File: src/rtl/nasti_arb_ctrl_if.sv
// Request/grant bundle between NASTI ports and the arbiter control block.
// The master side raises requests and strobes; the slave side is the arbiter.
interface nasti_arb_ctrl_if #(
    parameter int N = 8
);
    localparam int IW = (N > 1) ? $clog2(N) : 1;

    logic          enable_i;
    logic [N-1:0]  req_i;
    logic          hs_i;
    logic          release_i;
    logic          done_valid_i;
    logic [IW-1:0] done_port_i;

    logic [N-1:0]  gnt_o;
    logic [IW-1:0] sel_o;
    logic          gnt_valid_o;
    logic          locked_o;
    logic [3:0]    total_o;
    logic          full_o;
    logic          err_o;

    modport master (
        output enable_i, req_i, hs_i, release_i,
        output done_valid_i, done_port_i,
        input  gnt_o, sel_o, gnt_valid_o, locked_o,
        input  total_o, full_o, err_o
    );

    modport slave (
        input  enable_i, req_i, hs_i, release_i,
        input  done_valid_i, done_port_i,
        output gnt_o, sel_o, gnt_valid_o, locked_o,
        output total_o, full_o, err_o
    );
endinterface

File: src/rtl/nasti_arb_ctrl.sv
// Round-robin NASTI request arbiter with per-port and global
// outstanding-transaction limits and optional grant locking.
module nasti_arb_ctrl #(
    parameter int N         = 8,
    parameter int PORT_MAX  = 2,
    parameter int TOTAL_MAX = 4,
    parameter bit LOCK      = 1'b1
) (
    input logic             clk,
    input logic             rst,
    nasti_arb_ctrl_if.slave bus
);
    localparam int IW = (N > 1) ? $clog2(N) : 1;
    localparam logic [2:0] PMAX = 3'(PORT_MAX);
    localparam logic [3:0] TMAX = 4'(TOTAL_MAX);

    typedef enum logic [1:0] {
        IDLE,
        GRANT,
        HOLD
    } state_e;

    state_e        state_q, state_d;
    logic [N-1:0]  gnt_q, gnt_d;
    logic [IW-1:0] sel_q, sel_d;
    logic [IW-1:0] rr_q, rr_d;
    logic          gv_q, gv_d;
    logic          lk_q, lk_d;
    logic [2:0]    cnt_q [N];
    logic [2:0]    cnt_d [N];
    logic [3:0]    total_q, total_d;
    logic          full_q, full_d;
    logic          err_q, err_d;

    logic [N-1:0]  elig;
    logic          found;
    logic [IW-1:0] pick;
    logic [IW-1:0] idx;
    logic          inc;
    logic          dec_req;
    logic          dec_ok;
    logic          zero;
    logic          same;

    always_comb begin
        elig = '0;
        for (int i = 0; i < N; i++) begin
            elig[i] = bus.req_i[i] && (cnt_q[i] < PMAX)
                      && (total_q < TMAX);
        end
    end

    // First eligible port at or above rr_q, wrapping past N-1.
    always_comb begin
        found = 1'b0;
        pick  = '0;
        idx   = '0;
        for (int k = 0; k < N; k++) begin
            idx = IW'((int'(rr_q) + k) % N);
            if (!found && elig[idx]) begin
                found = 1'b1;
                pick  = idx;
            end
        end
    end

    assign inc     = (state_q == GRANT) && bus.hs_i;
    assign dec_req = bus.done_valid_i;
    assign zero    = (cnt_q[bus.done_port_i] == 3'd0);
    assign dec_ok  = dec_req && !zero;
    assign same    = inc && dec_req && (bus.done_port_i == sel_q);

    // An accept and a completion on the same port cancel out.
    always_comb begin
        cnt_d   = cnt_q;
        total_d = total_q;
        if (!same) begin
            if (inc) begin
                cnt_d[sel_q] = cnt_q[sel_q] + 3'd1;
            end
            if (dec_ok) begin
                cnt_d[bus.done_port_i] = cnt_d[bus.done_port_i] - 3'd1;
            end
            total_d = total_q + {3'b000, inc} - {3'b000, dec_ok};
        end
        err_d  = err_q | (dec_req && zero);
        full_d = (total_d == TMAX);
    end

    always_comb begin
        state_d = state_q;
        gnt_d   = gnt_q;
        sel_d   = sel_q;
        rr_d    = rr_q;
        gv_d    = gv_q;
        lk_d    = lk_q;
        unique case (state_q)
            IDLE: begin
                if (bus.enable_i && found) begin
                    state_d = GRANT;
                    gnt_d   = N'(1) << pick;
                    sel_d   = pick;
                    gv_d    = 1'b1;
                end
            end
            GRANT: begin
                if (bus.hs_i) begin
                    rr_d = (sel_q == IW'(N - 1)) ? '0 : sel_q + IW'(1);
                    gv_d = 1'b0;
                    if (LOCK) begin
                        state_d = HOLD;
                        lk_d    = 1'b1;
                    end else begin
                        state_d = IDLE;
                        gnt_d   = '0;
                    end
                end else if (!bus.req_i[sel_q]) begin
                    state_d = IDLE;
                    gnt_d   = '0;
                    gv_d    = 1'b0;
                end
            end
            HOLD: begin
                if (bus.release_i) begin
                    state_d = IDLE;
                    gnt_d   = '0;
                    lk_d    = 1'b0;
                end
            end
            default: begin
                state_d = IDLE;
            end
        endcase
    end

    always_ff @(posedge clk) begin
        if (rst) begin
            state_q <= IDLE;
            gnt_q   <= '0;
            sel_q   <= '0;
            rr_q    <= '0;
            gv_q    <= 1'b0;
            lk_q    <= 1'b0;
            total_q <= '0;
            full_q  <= 1'b0;
            err_q   <= 1'b0;
            for (int i = 0; i < N; i++) begin
                cnt_q[i] <= '0;
            end
        end else begin
            state_q <= state_d;
            gnt_q   <= gnt_d;
            sel_q   <= sel_d;
            rr_q    <= rr_d;
            gv_q    <= gv_d;
            lk_q    <= lk_d;
            total_q <= total_d;
            full_q  <= full_d;
            err_q   <= err_d;
            for (int i = 0; i < N; i++) begin
                cnt_q[i] <= cnt_d[i];
            end
        end
    end

    assign bus.gnt_o       = gnt_q;
    assign bus.sel_o       = sel_q;
    assign bus.gnt_valid_o = gv_q;
    assign bus.locked_o    = lk_q;
    assign bus.total_o     = total_q;
    assign bus.full_o      = full_q;
    assign bus.err_o       = err_q;
endmodule

File: src/flat_wrapper.sv
// flat-port wrapper written by rule: the top's interface ports become plain ports
module nasti_arb_ctrl_flat 
#(
    parameter int N         = 8,
    parameter int PORT_MAX  = 2,
    parameter int TOTAL_MAX = 4,
    parameter bit LOCK      = 1'b1
)
  (clk, rst, bus_enable_i, bus_req_i, bus_hs_i, bus_release_i, bus_done_valid_i, bus_done_port_i, bus_gnt_o, bus_sel_o, bus_gnt_valid_o, bus_locked_o, bus_total_o, bus_full_o, bus_err_o);
  nasti_arb_ctrl_if #(.N(N)) bus_i ();
  input logic clk;
  input logic rst;
  input wire logic [$bits(bus_i.enable_i)-1:0] bus_enable_i;
  input wire logic [$bits(bus_i.req_i)-1:0] bus_req_i;
  input wire logic [$bits(bus_i.hs_i)-1:0] bus_hs_i;
  input wire logic [$bits(bus_i.release_i)-1:0] bus_release_i;
  input wire logic [$bits(bus_i.done_valid_i)-1:0] bus_done_valid_i;
  input wire logic [$bits(bus_i.done_port_i)-1:0] bus_done_port_i;
  output wire logic [$bits(bus_i.gnt_o)-1:0] bus_gnt_o;
  output wire logic [$bits(bus_i.sel_o)-1:0] bus_sel_o;
  output wire logic [$bits(bus_i.gnt_valid_o)-1:0] bus_gnt_valid_o;
  output wire logic [$bits(bus_i.locked_o)-1:0] bus_locked_o;
  output wire logic [$bits(bus_i.total_o)-1:0] bus_total_o;
  output wire logic [$bits(bus_i.full_o)-1:0] bus_full_o;
  output wire logic [$bits(bus_i.err_o)-1:0] bus_err_o;
  assign bus_i.enable_i = bus_enable_i;
  assign bus_i.req_i = bus_req_i;
  assign bus_i.hs_i = bus_hs_i;
  assign bus_i.release_i = bus_release_i;
  assign bus_i.done_valid_i = bus_done_valid_i;
  assign bus_i.done_port_i = bus_done_port_i;
  assign bus_gnt_o = bus_i.gnt_o;
  assign bus_sel_o = bus_i.sel_o;
  assign bus_gnt_valid_o = bus_i.gnt_valid_o;
  assign bus_locked_o = bus_i.locked_o;
  assign bus_total_o = bus_i.total_o;
  assign bus_full_o = bus_i.full_o;
  assign bus_err_o = bus_i.err_o;
  nasti_arb_ctrl #(.N(N), .PORT_MAX(PORT_MAX), .TOTAL_MAX(TOTAL_MAX), .LOCK(LOCK)) u_core (.clk(clk), .rst(rst), .bus(bus_i));
endmodule
File: config.mk
export PLATFORM = sky130hd
export DESIGN_NAME = nasti_arb_ctrl_flat
export DESIGN_NICKNAME = d
export VERILOG_FILES = /design/src/rtl/nasti_arb_ctrl_if.sv /design/src/rtl/nasti_arb_ctrl.sv /design/src/flat_wrapper.sv
export SDC_FILE = /design/constraint.sdc
export NUM_CORES = 1
export LEC_CHECK = 0
export BUFFER_PORTS_ARGS = -buffer_cell sky130_fd_sc_hd__buf_2
export CORE_UTILIZATION = 40
export CTS_BUF_LIST = sky130_fd_sc_hd__clkbuf_2
export DETAILED_ROUTE_END_ITERATION = 16
export PLACE_DENSITY = 0.59
export SLEW_MARGIN = 5
export SYNTH_ARGS = -nofsm -noshare
export SYNTH_HDL_FRONTEND = slang
export SYNTH_SLANG_ARGS = --single-unit
File: constraint.sdc
create_clock -name clk -period 4.3 [get_ports clk]
set_input_delay 0.215 -clock clk [delete_from_list [all_inputs] [get_ports clk]]
set_output_delay 0.215 -clock clk [all_outputs]
set_load 0.01 [all_outputs]
==> metrics.yaml <==
sta:
  worstMarginPinSlew_ps: 808
  fin_skew_ps: 37.2
  max_freq_mhz: 247
  rsz0062_at_grt: "no"
  drv_slew: 0
  min_period_ps: 4040
  holdWs_ps: 64.7
  finalHoldViolCount: 0
  relSlewSlack: 0.458
  setup_viol: 0
  post-route-period-util: 0.941
  setup_tns_ps: 0
power:
  power_frac_comb: 0.709
  pwr-share-clk: 0.073
  power_uw: 2900
  p_seq_frac: 0.218
  leakagePower_uw: 0.00192
  p_per_area_mw_per_mm2: 595
  switchingPower_uw: 1500
  irDropWorstVdd_mv: 0.296
  p_int_uw: 1410
  switching_share: 0.515
clocking:
  postCtsSetupRepairBufs: 0
  cts-root-buf: "clkbuf_2"
  clk_latency_ps: 530
  cts_tree: "yes"
  clock_sink_count: 48
  clockBufferDepth: 2
  cts.reportedPaths.clkPinSlew_ps: 260
  numCtsBuffers: 5
  htree_levels: 2
worst_hold_path:
  hp-class: "in -> reg"
  hp-start: "bus_hs_i"
  whs_path_depth: 4
  hold_end: "u_core.bus.locked_o"
drt:
  first_iter_violations: 435
  highest_layer: "met4"
  avgViaCountPerCell: 6.40
  m1WireLength_um: 6190
  drtAntennaViolNets: 0
  routed_wl_um: 14700
  route.met3.wl_um: 1030
  wl_met2_um: 6950
  drc: 0
  routedWlPerCell_um: 20.2
  first_pass_iters: 5
  num_vias: 4665
die:
  fp.dieW_um: 108
  row_count: 38
  dieArea_mm2: 0.0118
  core_area_mm2: 0.0109
  initial_core_util: 0.415
  pin_count: 36
  die_h_um: 108
logic_synthesis:
  synth_cell_types: 76
  synthFlopType: "dfxtp_1"
  yosys.area.top_type: "dfxtp_1"
  synth_edf_count: 0
  ys_ff_latch: 48
  synth.area.top_cells: "dfxtp_1 21%, mux4_2 8.4%, a21oi_1 5.8%, mux2i_1 5.7%, nor2_1 4.9%"
  yosysWarnings: 0
  yosys.area.top_type_share: 0.212
  synthArstFlopShare: 0
  yosysSeqAreaShare: 0.212
  syn_nets: 601
  synthesis.area_mm2: 0.00454
  synthCells: 569
  synth_area_per_cell_um2: 7.97
setup_path:
  r2r-end: "u_core.cnt_q[8]"
  worstPathMaxFanout: 12
  criticalPathCategory: "reg -> reg"
  worstReg2RegStart: "u_core.bus.sel_o[1]"
  endpoint_kind: "flip-flop"
  r2r_slack_ps: 260
  arrival_ps: 4500
  crit_start: "u_core.bus.sel_o[1]"
  crit_required_ps: 4750
  ff2ff_path_depth: 12
  start_kind: "flip-flop"
grt:
  grt_antenna_before_repair: 0
  grt_pass1_vias: 4485
  grt_max_degree: 42
  grt_pass1_wl_um: 23400
  grt_overflow_total: 0
  track_usage: 0.260
final_layout:
  area_growth_pct: 7.56
  layout-drive-gt1-share: 0.163
  num_antenna_cells: 0
  final_core_util: 0.446
  layout.nets: 620
  layout_commonest_cell: "nor2_1"
  layout_common_cells: "59 x nor2_1, 53 x a21oi_1, 48 x nand2_1, 48 x dfxtp_1, 35 x buf_2"
placed_design:
  place_congestion: 0.936
  port_buffers: 35
  dp_hpwl_um: 10900
job:
  drv_cap: 0
status:
  status: "completed"
-- per-stage QoR --
step / cell area [um2] / instances / setup slack [ps]
after global routing: 4880 / 729 / 54.3
after detailed placement: 4810 / 719 / 263
after global placement: 4810 / 719 / 186
after floorplan: 4540 / 569 / 510
after CTS: 4880 / 729 / 205
final: 4880 / 729 / 255
-- sequential cells by signal, summed over array words and instances, names as in the netlist --
signal                  count
u_core.bus.err_o            1
u_core.bus.full_o           1
u_core.bus.gnt_o            8
u_core.bus.gnt_valid_o      1
u_core.bus.locked_o         1
u_core.bus.sel_o            3
u_core.bus.total_o          4
u_core.cnt_q               24
u_core.rr_q                 3
u_core.state_q              2
-- how the worst max path moves through the flow --
stage                            end  slack (ps)  cells after the start
floorplan            u_core.cnt_q[5]         510                     15
global placement    u_core.cnt_q[17]         190                     12
detailed placement   u_core.cnt_q[8]         260                     12
CTS                  u_core.cnt_q[8]         200                     12
global route         u_core.cnt_q[8]          50                     12
finish               u_core.cnt_q[8]         260                     12
-- power groups by stage --
stage	sequential, uW	clock, uW	combinational (uW)
final	634	212	2060
after global routing	649	240	2240
after CTS	633	220	2030
after detailed placement	642	0	2020
after global placement	640	0	1990
after floorplan	631	0	1550
-- synthesized netlist by cell type, types with 9 or more instances --
| master | number |
|---|---|
| o22ai_1 | 11 |
| inv_1 | 30 |
| nand3_1 | 15 |
| mux2i_1 | 26 |
| clkbuf_1 | 22 |
| a31oi_1 | 9 |
| nand2_1 | 48 |
| a211oi_1 | 12 |
| nor2_1 | 59 |
| dfxtp_1 | 48 |
| nor3_1 | 12 |
| o21ai_0 | 27 |
| mux4_2 | 17 |
| buf_2 | 10 |
| ha_1 | 14 |
| and2_1 | 12 |
| a21oi_1 | 53 |
-- kinds of logic after synthesis --
logic type | share of synthesized area
AND/OR/NAND/NOR | 0.232
AO/OA/AOI/OAI | 0.274
buffers and inverters | 0.0640
flip-flops | 0.212
multiplexers | 0.152
adder cells (fa/ha/maj) | 0.0430
XOR/XNOR | 0.0232
-- area by class of cell --
class,instances,area [um2]
Inverter,32,120
Clock buffer,5,25.0
Fill cell,1140,6060
Tap cell,140,175
Multi-Input combinational cell,451,3290
Timing Repair Buffer,50,293
Sequential cell,48,961
Clock inverter,3,18.8
-- layer usage --
metal	global-route usage	vias to the layer above
met5	0	-
met4	0.126	0
met3	0.0518	46
met2	0.431	198
met1	0.320	2231
li1	-	2190
-- timing repair --
action	4_1_cts	5_1_grt
hold buffers	2	0
setup endpoints to repair	0	4
resized for setup	0	1
hold endpoints to repair	2	0
-- critical path, cell delays in order, from the launching register on --
cell and delay, ps:
dfxtp_1 660, buf_4 270, mux4_2 300, mux2_2 360, ha_1 270, xnor2_1 510, mux2i_1 210, a2111oi_1 660
a2111oi_2 90, xor2_1 210, buf_4 190, nand3_1 80, a31oi_1 160
Note: power is estimated with default switching activity, not from simulation.
